===== src/rtl/debounce_pkg.sv =====
// rtl/debounce_pkg.sv - shared types and sizing helpers for the debounce scheduler
package debounce_pkg;

    typedef enum logic {
        IDLE = 1'b0,
        RUN  = 1'b1
    } state_e;

    // Counter width for a counter that runs 0..n-1; never narrower than one bit.
    function automatic int cnt_width(input int n);
        return (n > 1) ? $clog2(n) : 1;
    endfunction

    // The all-ones history value, 2**len-1.
    function automatic logic [63:0] hist_ones(input int len);
        return (64'd1 << len) - 64'd1;
    endfunction

endpackage


===== src/rtl/debounce_eval.sv =====
// rtl/debounce_eval.sv - shared combinational shift/compare engine for one channel
module debounce_eval
    import debounce_pkg::*;
#(
    parameter int HIST_LEN = 8
) (
    input  logic [HIST_LEN-2:0] hist_i,
    input  logic                sample_i,
    input  logic                level_i,
    output logic [HIST_LEN-2:0] new_hist_o,
    output logic                level_o,
    output logic                rise_o,
    output logic                fall_o
);

    localparam logic [HIST_LEN-1:0] HIST_ONES = HIST_LEN'(hist_ones(HIST_LEN));

    logic [HIST_LEN-1:0] window;

    // The decision window is the newest sample plus the HIST_LEN-1 stored ones.
    assign window     = {hist_i, sample_i};
    assign new_hist_o = window[HIST_LEN-2:0];

    always_comb begin
        level_o = level_i;
        rise_o  = 1'b0;
        fall_o  = 1'b0;
        if (window == HIST_ONES) begin
            level_o = 1'b1;
            rise_o  = ~level_i;
        end else if (window == '0) begin
            level_o = 1'b0;
            fall_o  = level_i;
        end
    end

endmodule


===== src/rtl/debounce_scheduler.sv =====
// rtl/debounce_scheduler.sv - round-robin time-multiplexed debouncer for front-panel inputs
module debounce_scheduler
    import debounce_pkg::*;
#(
    parameter int N_INPUTS = 4,
    parameter int HIST_LEN = 8,
    parameter int TICK_DIV = 16
) (
    input  logic                clk,
    input  logic                reset,
    input  logic                enable,
    input  logic [N_INPUTS-1:0] in_raw,
    output logic [N_INPUTS-1:0] debounced,
    output logic [N_INPUTS-1:0] rise,
    output logic [N_INPUTS-1:0] fall,
    output logic                scan_done
);

    localparam int PW = cnt_width(TICK_DIV);
    localparam int CW = cnt_width(N_INPUTS);
    localparam logic [PW-1:0] PRESC_LAST = PW'(TICK_DIV - 1);
    localparam logic [CW-1:0] CH_LAST    = CW'(N_INPUTS - 1);

    state_e              state_q, state_d;
    logic [PW-1:0]       presc_q, presc_d;
    logic [CW-1:0]       ch_q, ch_d;
    logic [N_INPUTS-1:0] sync1_q, sync2_q;
    logic [N_INPUTS-1:0] deb_q, rise_q, fall_q;
    logic                scan_done_q;

    // The oldest sample never influences a later decision, so only HIST_LEN-1 are kept.
    logic [HIST_LEN-2:0] hist_q [N_INPUTS];

    logic                tick;
    logic                last_ch;
    logic [HIST_LEN-2:0] eval_hist;
    logic                eval_level;
    logic                eval_rise;
    logic                eval_fall;

    always_ff @(posedge clk or posedge reset) begin
        if (reset) begin
            sync1_q <= '0;
            sync2_q <= '0;
        end else begin
            sync1_q <= in_raw;
            sync2_q <= sync1_q;
        end
    end

    always_ff @(posedge clk or posedge reset) begin
        if (reset) begin
            state_q <= IDLE;
            presc_q <= '0;
            ch_q    <= '0;
        end else begin
            state_q <= state_d;
            presc_q <= presc_d;
            ch_q    <= ch_d;
        end
    end

    // Dropping enable clears the scan position; any tick in that cycle still completes.
    always_comb begin
        state_d = state_q;
        presc_d = '0;
        ch_d    = '0;
        case (state_q)
            IDLE: if (enable) state_d = RUN;
            RUN: begin
                if (!enable) begin
                    state_d = IDLE;
                end else begin
                    presc_d = tick ? '0 : presc_q + 1'b1;
                    ch_d    = tick ? (last_ch ? '0 : ch_q + 1'b1) : ch_q;
                end
            end
            default: state_d = IDLE;
        endcase
    end

    always_comb begin
        tick    = (state_q == RUN) && (presc_q == PRESC_LAST);
        last_ch = (ch_q == CH_LAST);
    end

    debounce_eval #(
        .HIST_LEN (HIST_LEN)
    ) u_eval (
        .hist_i     (hist_q[ch_q]),
        .sample_i   (sync2_q[ch_q]),
        .level_i    (deb_q[ch_q]),
        .new_hist_o (eval_hist),
        .level_o    (eval_level),
        .rise_o     (eval_rise),
        .fall_o     (eval_fall)
    );

    always_ff @(posedge clk or posedge reset) begin
        if (reset) begin
            for (int i = 0; i < N_INPUTS; i++) hist_q[i] <= '0;
            deb_q       <= '0;
            rise_q      <= '0;
            fall_q      <= '0;
            scan_done_q <= 1'b0;
        end else begin
            rise_q      <= '0;
            fall_q      <= '0;
            scan_done_q <= 1'b0;
            if (tick) begin
                hist_q[ch_q] <= eval_hist;
                deb_q[ch_q]  <= eval_level;
                rise_q[ch_q] <= eval_rise;
                fall_q[ch_q] <= eval_fall;
                scan_done_q  <= last_ch;
            end
        end
    end

    assign debounced = deb_q;
    assign rise      = rise_q;
    assign fall      = fall_q;
    assign scan_done = scan_done_q;

endmodule


===== config.mk =====
export PLATFORM = sky130hd
export DESIGN_NAME = debounce_scheduler
export DESIGN_NICKNAME = d
export VERILOG_FILES = /design/src/rtl/debounce_pkg.sv /design/src/rtl/debounce_eval.sv /design/src/rtl/debounce_scheduler.sv
export SDC_FILE = /design/constraint.sdc
export NUM_CORES = 1
export LEC_CHECK = 0
export ABC_AREA = 1
export BUFFER_PORTS_ARGS = -buffer_cell sky130_fd_sc_hd__buf_2
export CELL_PAD_IN_SITES_DETAIL_PLACEMENT = 2
export CELL_PAD_IN_SITES_GLOBAL_PLACEMENT = 2
export CORE_UTILIZATION = 39
export DETAILED_ROUTE_END_ITERATION = 8
export GPL_TIMING_DRIVEN = 0
export PLACE_DENSITY = 0.95
export RECOVER_POWER = 100
export SLEW_MARGIN = 20
export SYNTH_ARGS = -nofsm -noshare
export SYNTH_HDL_FRONTEND = slang
export SYNTH_HIERARCHICAL = 1
export SYNTH_SLANG_ARGS = --single-unit

===== constraint.sdc =====
create_clock -name clk -period 3.9 [get_ports clk]
set_input_delay 0.195 -clock clk [delete_from_list [all_inputs] [get_ports clk]]
set_output_delay 0.195 -clock clk [all_outputs]
set_load 0.05 [all_outputs]

Word level (Yosys, flattened, before mapping)

Cells that the tools add are included.

Register bits after elaboration: 56
Input bits: 7
Output and inout port bits: 13
Word-level logic and storage cells: 60

Add/sub/neg operators: 2
$lt $le $gt $ge: 4
Equality and inequality tests: 4
Mux-type cells: 29
Bitwise gates (word level): 4
Reduce and logical (&&, ||, !) cells: 4

Operator list:

| operator                                                                      | count |
|---|---|
| 28-bit bitwise mux                                                            | 1 |
| 7-bit two-way mux                                                             | 3 |
| 4-bit two-way mux                                                             | 5 |
| 7-bit binary-select mux with 2-bit select                                     | 1 |
| 7-bit demux with 2-bit select                                                 | 1 |
| 1-bit two-way mux                                                             | 10 |
| 4-bit bitwise AND                                                             | 2 |
| 8-bit == test (second input constant)                                         | 1 |
| 8-bit zero test                                                               | 1 |
| 2-bit two-way mux                                                             | 4 |
| 4-bit by 1-bit adder with 4-bit output (second input constant)                | 1 |
| 1-bit binary-select mux with 2-bit select                                     | 2 |
| 4-bit bitwise mux                                                             | 1 |
| 4-bit == test (second input constant)                                         | 1 |
| 3-bit >= comparator (second input constant)                                   | 1 |
| 1-bit logical AND                                                             | 3 |
| 2-bit by 3-bit less-than comparator with 1-bit output (second input constant) | 1 |
| 3-bit by 1-bit less-than comparator with 1-bit output (second input constant) | 1 |
| 3-bit by 2-bit != test with 1-bit output (second input constant)              | 1 |
| 2-bit NOT with 3-bit output                                                   | 1 |
| 2-bit by 1-bit adder with 2-bit output (second input constant)                | 1 |
| 1-bit demux with 2-bit select                                                 | 1 |
| 2-bit == test (second input constant)                                         | 1 |
| 2-bit by 1-bit >= comparator with 1-bit output (second input constant)        | 1 |
| 1-bit NOT                                                                     | 1 |

Logic depth before layout (Yosys ltp)

Depth in word-level cells: 9
Gate-level depth with buffers: 12
Depth with buffers taken out: 10

Cells and area by module

Netlist, hierarchy kept.

By module, submodules not included:

| module             | instances | cells an instance | area an instance (sq um) | seq. area each (sq um) |
|---|---|---|---|---|
| debounce_scheduler | 1         | 279               | 2,449.8                  | 1,401.3 |
| debounce_eval      | 1         | 24                | 126.4                    | 0.0 |

Worst setup path after synthesis

No wires, ideal clock.

Kind: register -> register
Start point: register ch_q[0]
End point: register deb_q[0], in the netlist debounced[0]
Library setup time: 0.119 ns
Arrival: 1.539 ns
Required time: 3.781 ns
Path slack: 2.241 ns
Stages on the path, launching flop included: 13
Path buffers: 2
Clock period less this slack: 1.659 ns
Cell sequence: dfrtp_1 -> inv_1 -> buf_2 -> buf_2 -> nand2_1 -> o211ai_1 -> nand2_1 -> nor2_1 -> nand2_1 -> o21ai_1 -> nand2_1 -> nand3_1 -> nand2_1

Word-level cells in the longest chain between the ends: 8
Elaborated cells between the ends (all ways): 18
Those cells by class: order compare: 2; eq/ne: 1; mux: 12; bitwise: 1; reduce/logical: 2

Ends and longest elaborated chain:

| item                                                 | RTL line                  | source |
|---|---|---|
| start: declaration                                   | debounce_scheduler.sv:26  | `logic [CW-1:0] ch_q, ch_d;` |
| start signal: assignment                             | debounce_scheduler.sv:59  | `ch_q <= ch_d;` |
| 2-bit NOT with 3-bit output (implied by the code)    | debounce_scheduler.sv:90  | `.hist_i (hist_q[ch_q]),` |
| 7-bit binary-select mux with 2-bit select            | debounce_scheduler.sv:90  |  |
| 7-bit two-way mux (implied by the code) (2 in a row) | debounce_scheduler.sv:90  |  |
| 8-bit zero test                                      | debounce_eval.sv:31       | `end else if (window == '0) begin` |
| 1-bit two-way mux                                    | debounce_eval.sv:31       |  |
| 1-bit two-way mux (*)                                | debounce_eval.sv:28       | `if (window == HIST_ONES) begin` |
| net eval_level                                       | debounce_scheduler.sv:37  | `logic eval_level;` |
| 4-bit bitwise mux (*)                                | debounce_scheduler.sv:112 | `deb_q[ch_q] <= eval_level;` |
| end signal: indexed assignment                       | debounce_scheduler.sv:112 |  |
| end: declaration                                     | debounce_scheduler.sv:28  | `logic [N_INPUTS-1:0] deb_q, rise_q, fall_q;` |

The timed path passes the listed nets; every way through them passes the cells marked *. The select of a mux whose other input is x is not followed.
A chain may end at the register's enable or synchronous reset.

Worst setup path after layout

Start point: register ch_q[0]
End point: register deb_q[0], in the netlist debounced[0]

Word-level cells in the longest chain between the ends: 8
Elaborated cells between the ends (all ways): 18
Those cells by class: order compare: 2; eq/ne: 1; mux: 12; bitwise: 1; reduce/logical: 2

Ends and longest elaborated chain:

| item                                                 | RTL line |
|---|---|
| 2-bit NOT with 3-bit output (implied by the code)    | debounce_scheduler.sv:90 |
| 7-bit binary-select mux with 2-bit select            | debounce_scheduler.sv:90 |
| 7-bit two-way mux (implied by the code) (2 in a row) | debounce_scheduler.sv:90 |
| 8-bit zero test                                      | debounce_eval.sv:31 |
| 1-bit two-way mux                                    | debounce_eval.sv:31 |
| 1-bit two-way mux                                    | debounce_eval.sv:28 |
| 4-bit bitwise mux (*)                                | debounce_scheduler.sv:112 |

Mark *: on every way between the ends. The rest lies on a longest branch, timed or not. The select of a mux whose other input is x is not followed.

==> flow_summary.yaml <==
logic_synthesis:
  netlist_area_um2: 2576
  yosys_warnings: 6
  synth-seq-cells: 56
  synth_most_common_cell: "nand2_1"
  synthesis.nets: 315
  synthArstFlopShare: 1.000
  yosysTopAreaCellShare: 0.5440
  ys_top_cells_by_area: "dfrtp_1 (54%), nand2_1 (16%), nand3_1 (6.8%), o211ai_1 (5.2%), inv_1 (3.8%)"
  yosysSeqAreaShare: 0.5440
  synth-edff-count: 0
  ys_types: 17
  syn_inst: 303
  yosys-top-cells-count: "nand2_1 (109), dfrtp_1 (56), nand3_1 (35)"
  synth.avg_cell_area_um2: 8.502
  ys.flop_type: "dfrtp_1"
  yosys.area.top_type: "dfrtp_1"
cells_and_area:
  final_util: 0.4487
  nNetsFinal: 345
  drive_above_1_share: 0.07784
  area_growth_pct: 10.59
  stdcell_area_um2: 2849
  finalNonFillerCells: 411
  antenna_cells: 0
worst_setup_path:
  critPathArrivalTime_ns: 3.16
  cp.required_ns: 4.10
  worst_setup_path_start_kind: "register"
  crit_chain: "inv_1 -> clkbuf_1 -> clkbuf_1 -> ha_1 -> clkbuf_1 -> nand2_1 -> nand2_1 -> nand2_1"
  worstPathMaxFanout: 11
  cpMaxStageDelayCell: "clkbuf_1"
  critPathMaxStageDelay_ns: 0.56
  crit_path_end_kind: "register"
  criticalPathCategory: "register to register"
outcome:
  violations: "capacitance limit, slew limit"
  status: "complete, but fails checks"
sta:
  slew_headroom: -0.6593
  timing.hold.ws_ns: 0.1078
  timing.setup.tns_ns: 0
  setup_violations: 0
  final_hold_viol_count: 0
  finalCritPeriodShare: 0.7596
  grt_setup_unrepaired: "false"
  finClkSkew_ns: 0.01172
  clock.fmax_mhz: 337.5
  drv_slew: 57
  worst_pin_slew_ns: 2.475
  fin_crit_ns: 2.963
route:
  firstDrtPassIters: 4
  initialDrtViolationCount: 56
  wl_um: 7782
  num_vias: 2238
  routedWlPerCell_um: 18.93
  drc: 0
  antenna_left: 0
  viasPerCell: 5.445
placed_design:
  dpl_cell_area_um2: 2770
  hpwl_um: 5306
  place_congestion: 0.8316
  placedCellCount: 399
  io_buffers: 19
clock_tree:
  cts_buffer_depth: 2
  clk_pin_slew_ns: 0.10
  ctsResizeCount: 0
  clkLatencyLatePin_ns: 0.31
  cts_tree: "yes"
  root_buffer: "clkbuf_8"
  cts_htree_levels: 2
  cts_setup_buffers: 0
  cts_inserted_buffers: 5
  clock-sinks: 56
floorplan:
  num_rows: 29
  core-area_um2: 6350
  initial_core_util: 0.4057
  die_h_um: 83.28
  pin_count: 20
  die_x_um: 83.28
  die-area_um2: 6935
grt:
  grt_usage: 0.2394
  grt_pass1_wl_um: 12850
  grt_antenna_before_repair: 0
  overflow: 0
  grt_max_degree: 57
  first_global_vias: 2635
power_and_ir_drop:
  p_leak_nw: 1.519
  vdd_drop_max_mv: 0.1747
  power_per_cell_area_nw_per_um2: 362.8
hold_path:
  hold_class: "primary input to register"
flow_run:
  maxCapViolCount: 1
==> sequential cells by signal, indices dropped and copies added, names as in the netlist <==
signal     cells
fall           4
sync2_q        4
scan_done      1
presc_q        4
ch_q           2
state_q        1
hist_q        28
sync1_q        4
debounced      4
rise           4
==> cell families (layout without fill, tap and decap cells) <==
| kind of cell | after synthesis | after routing | synth area share |
|---|---|---|---|
| adders and majority gates | 5 | 5 | 0.02428 |
| AOI/OAI and AO/OA | 19 | 19 | 0.05439 |
| and+or+nand+nor | 176 | 176 | 0.2924 |
| buffers and inverters | 47 | 78 | 0.08499 |
| DFF | 56 | 56 | 0.5440 |
==> power by group <==
group          total, mW  switching, mW  internal, mW
combinational      0.107         0.0771        0.0301
clock              0.334          0.189         0.146
sequential         0.592        0.00477         0.587
==> final cells by class <==
type | count | area, um^2
plain buffers | 20 | 113.9
flip-flops and latches | 56 | 1401
inverters | 27 | 102.6
clock buffers | 8 | 90.09
well taps | 77 | 96.34
multi-input cells | 200 | 927.1
fillers | 735 | 3501
repair buffers | 23 | 117.6
==> repair_timing <==
action,in CTS,in global routing
setup endpoints to repair,0,0
endpoints found under the hold margin,4,0
hold buffers,4,0
==> cells in the final DEF (no fill, tap or decap) <==
master	Yosys	routed
inv_2	1	1
nor2_1	21	22
clkinvlp_2	0	1
clkbuf_1	6	25
ha_1	5	5
buf_4	10	10
nand2_2	5	2
inv_1	26	25
dlygate4sd3_1	0	4
o211ai_1	18	18
o21ai_1	1	1
buf_2	4	6
nand3_1	35	35
clkbuf_8	0	6
nand4_1	3	3
dfrtp_1	56	56
nand2_1	109	112
nor3b_1	1	2
==> layer usage <==
metal | vias to the layer above | wire length [um] | GRT usage | share of wire
li1 | 1014 | - | - | -
met1 | 1160 | 3253 | 0.2744 | 0.42
met2 | 44 | 4080 | 0.4449 | 0.52
met3 | 20 | 207 | 0.03877 | 0.027
met4 | 0 | 240 | 0.08777 | 0.031
met5 | - | 0 | 0 | 0
==> path summary, 6_finish.rpt <==
path	start	endpoint	slack, ns	depth (start not counted)
max	ch_q[0]	debounced[0]	0.94	8
min	enable	state_q	0.11	1
max reg2reg	ch_q[0]	debounced[0]	0.94	8
min reg2reg	sync1_q[3]	sync2_q[3]	0.36	0
max in group asynchronous	reset	debounced[3]	2.22	2
min in group asynchronous	reset	sync1_q[2]	0.55	2
==> metrics by stage <==
step	power, mW	setup slack, ns
2_1_floorplan	0.6722	2.241
3_3_place_gp	0.7020	1.557
3_5_place_dp	0.7086	1.611
4_1_cts	1.041	1.514
5_1_grt	1.071	0.7348
6_report	1.034	0.9374
==> worst max-delay path: cells and delay by family, from the launching register on <==
family	cells	cell delay, ns
buffers and inverters	4	1.48
AND/OR/NAND/NOR	3	0.67
flip-flops	1	0.43
adder cells (fa/ha/maj)	1	0.25
Power figures use the tool's default switching activity.
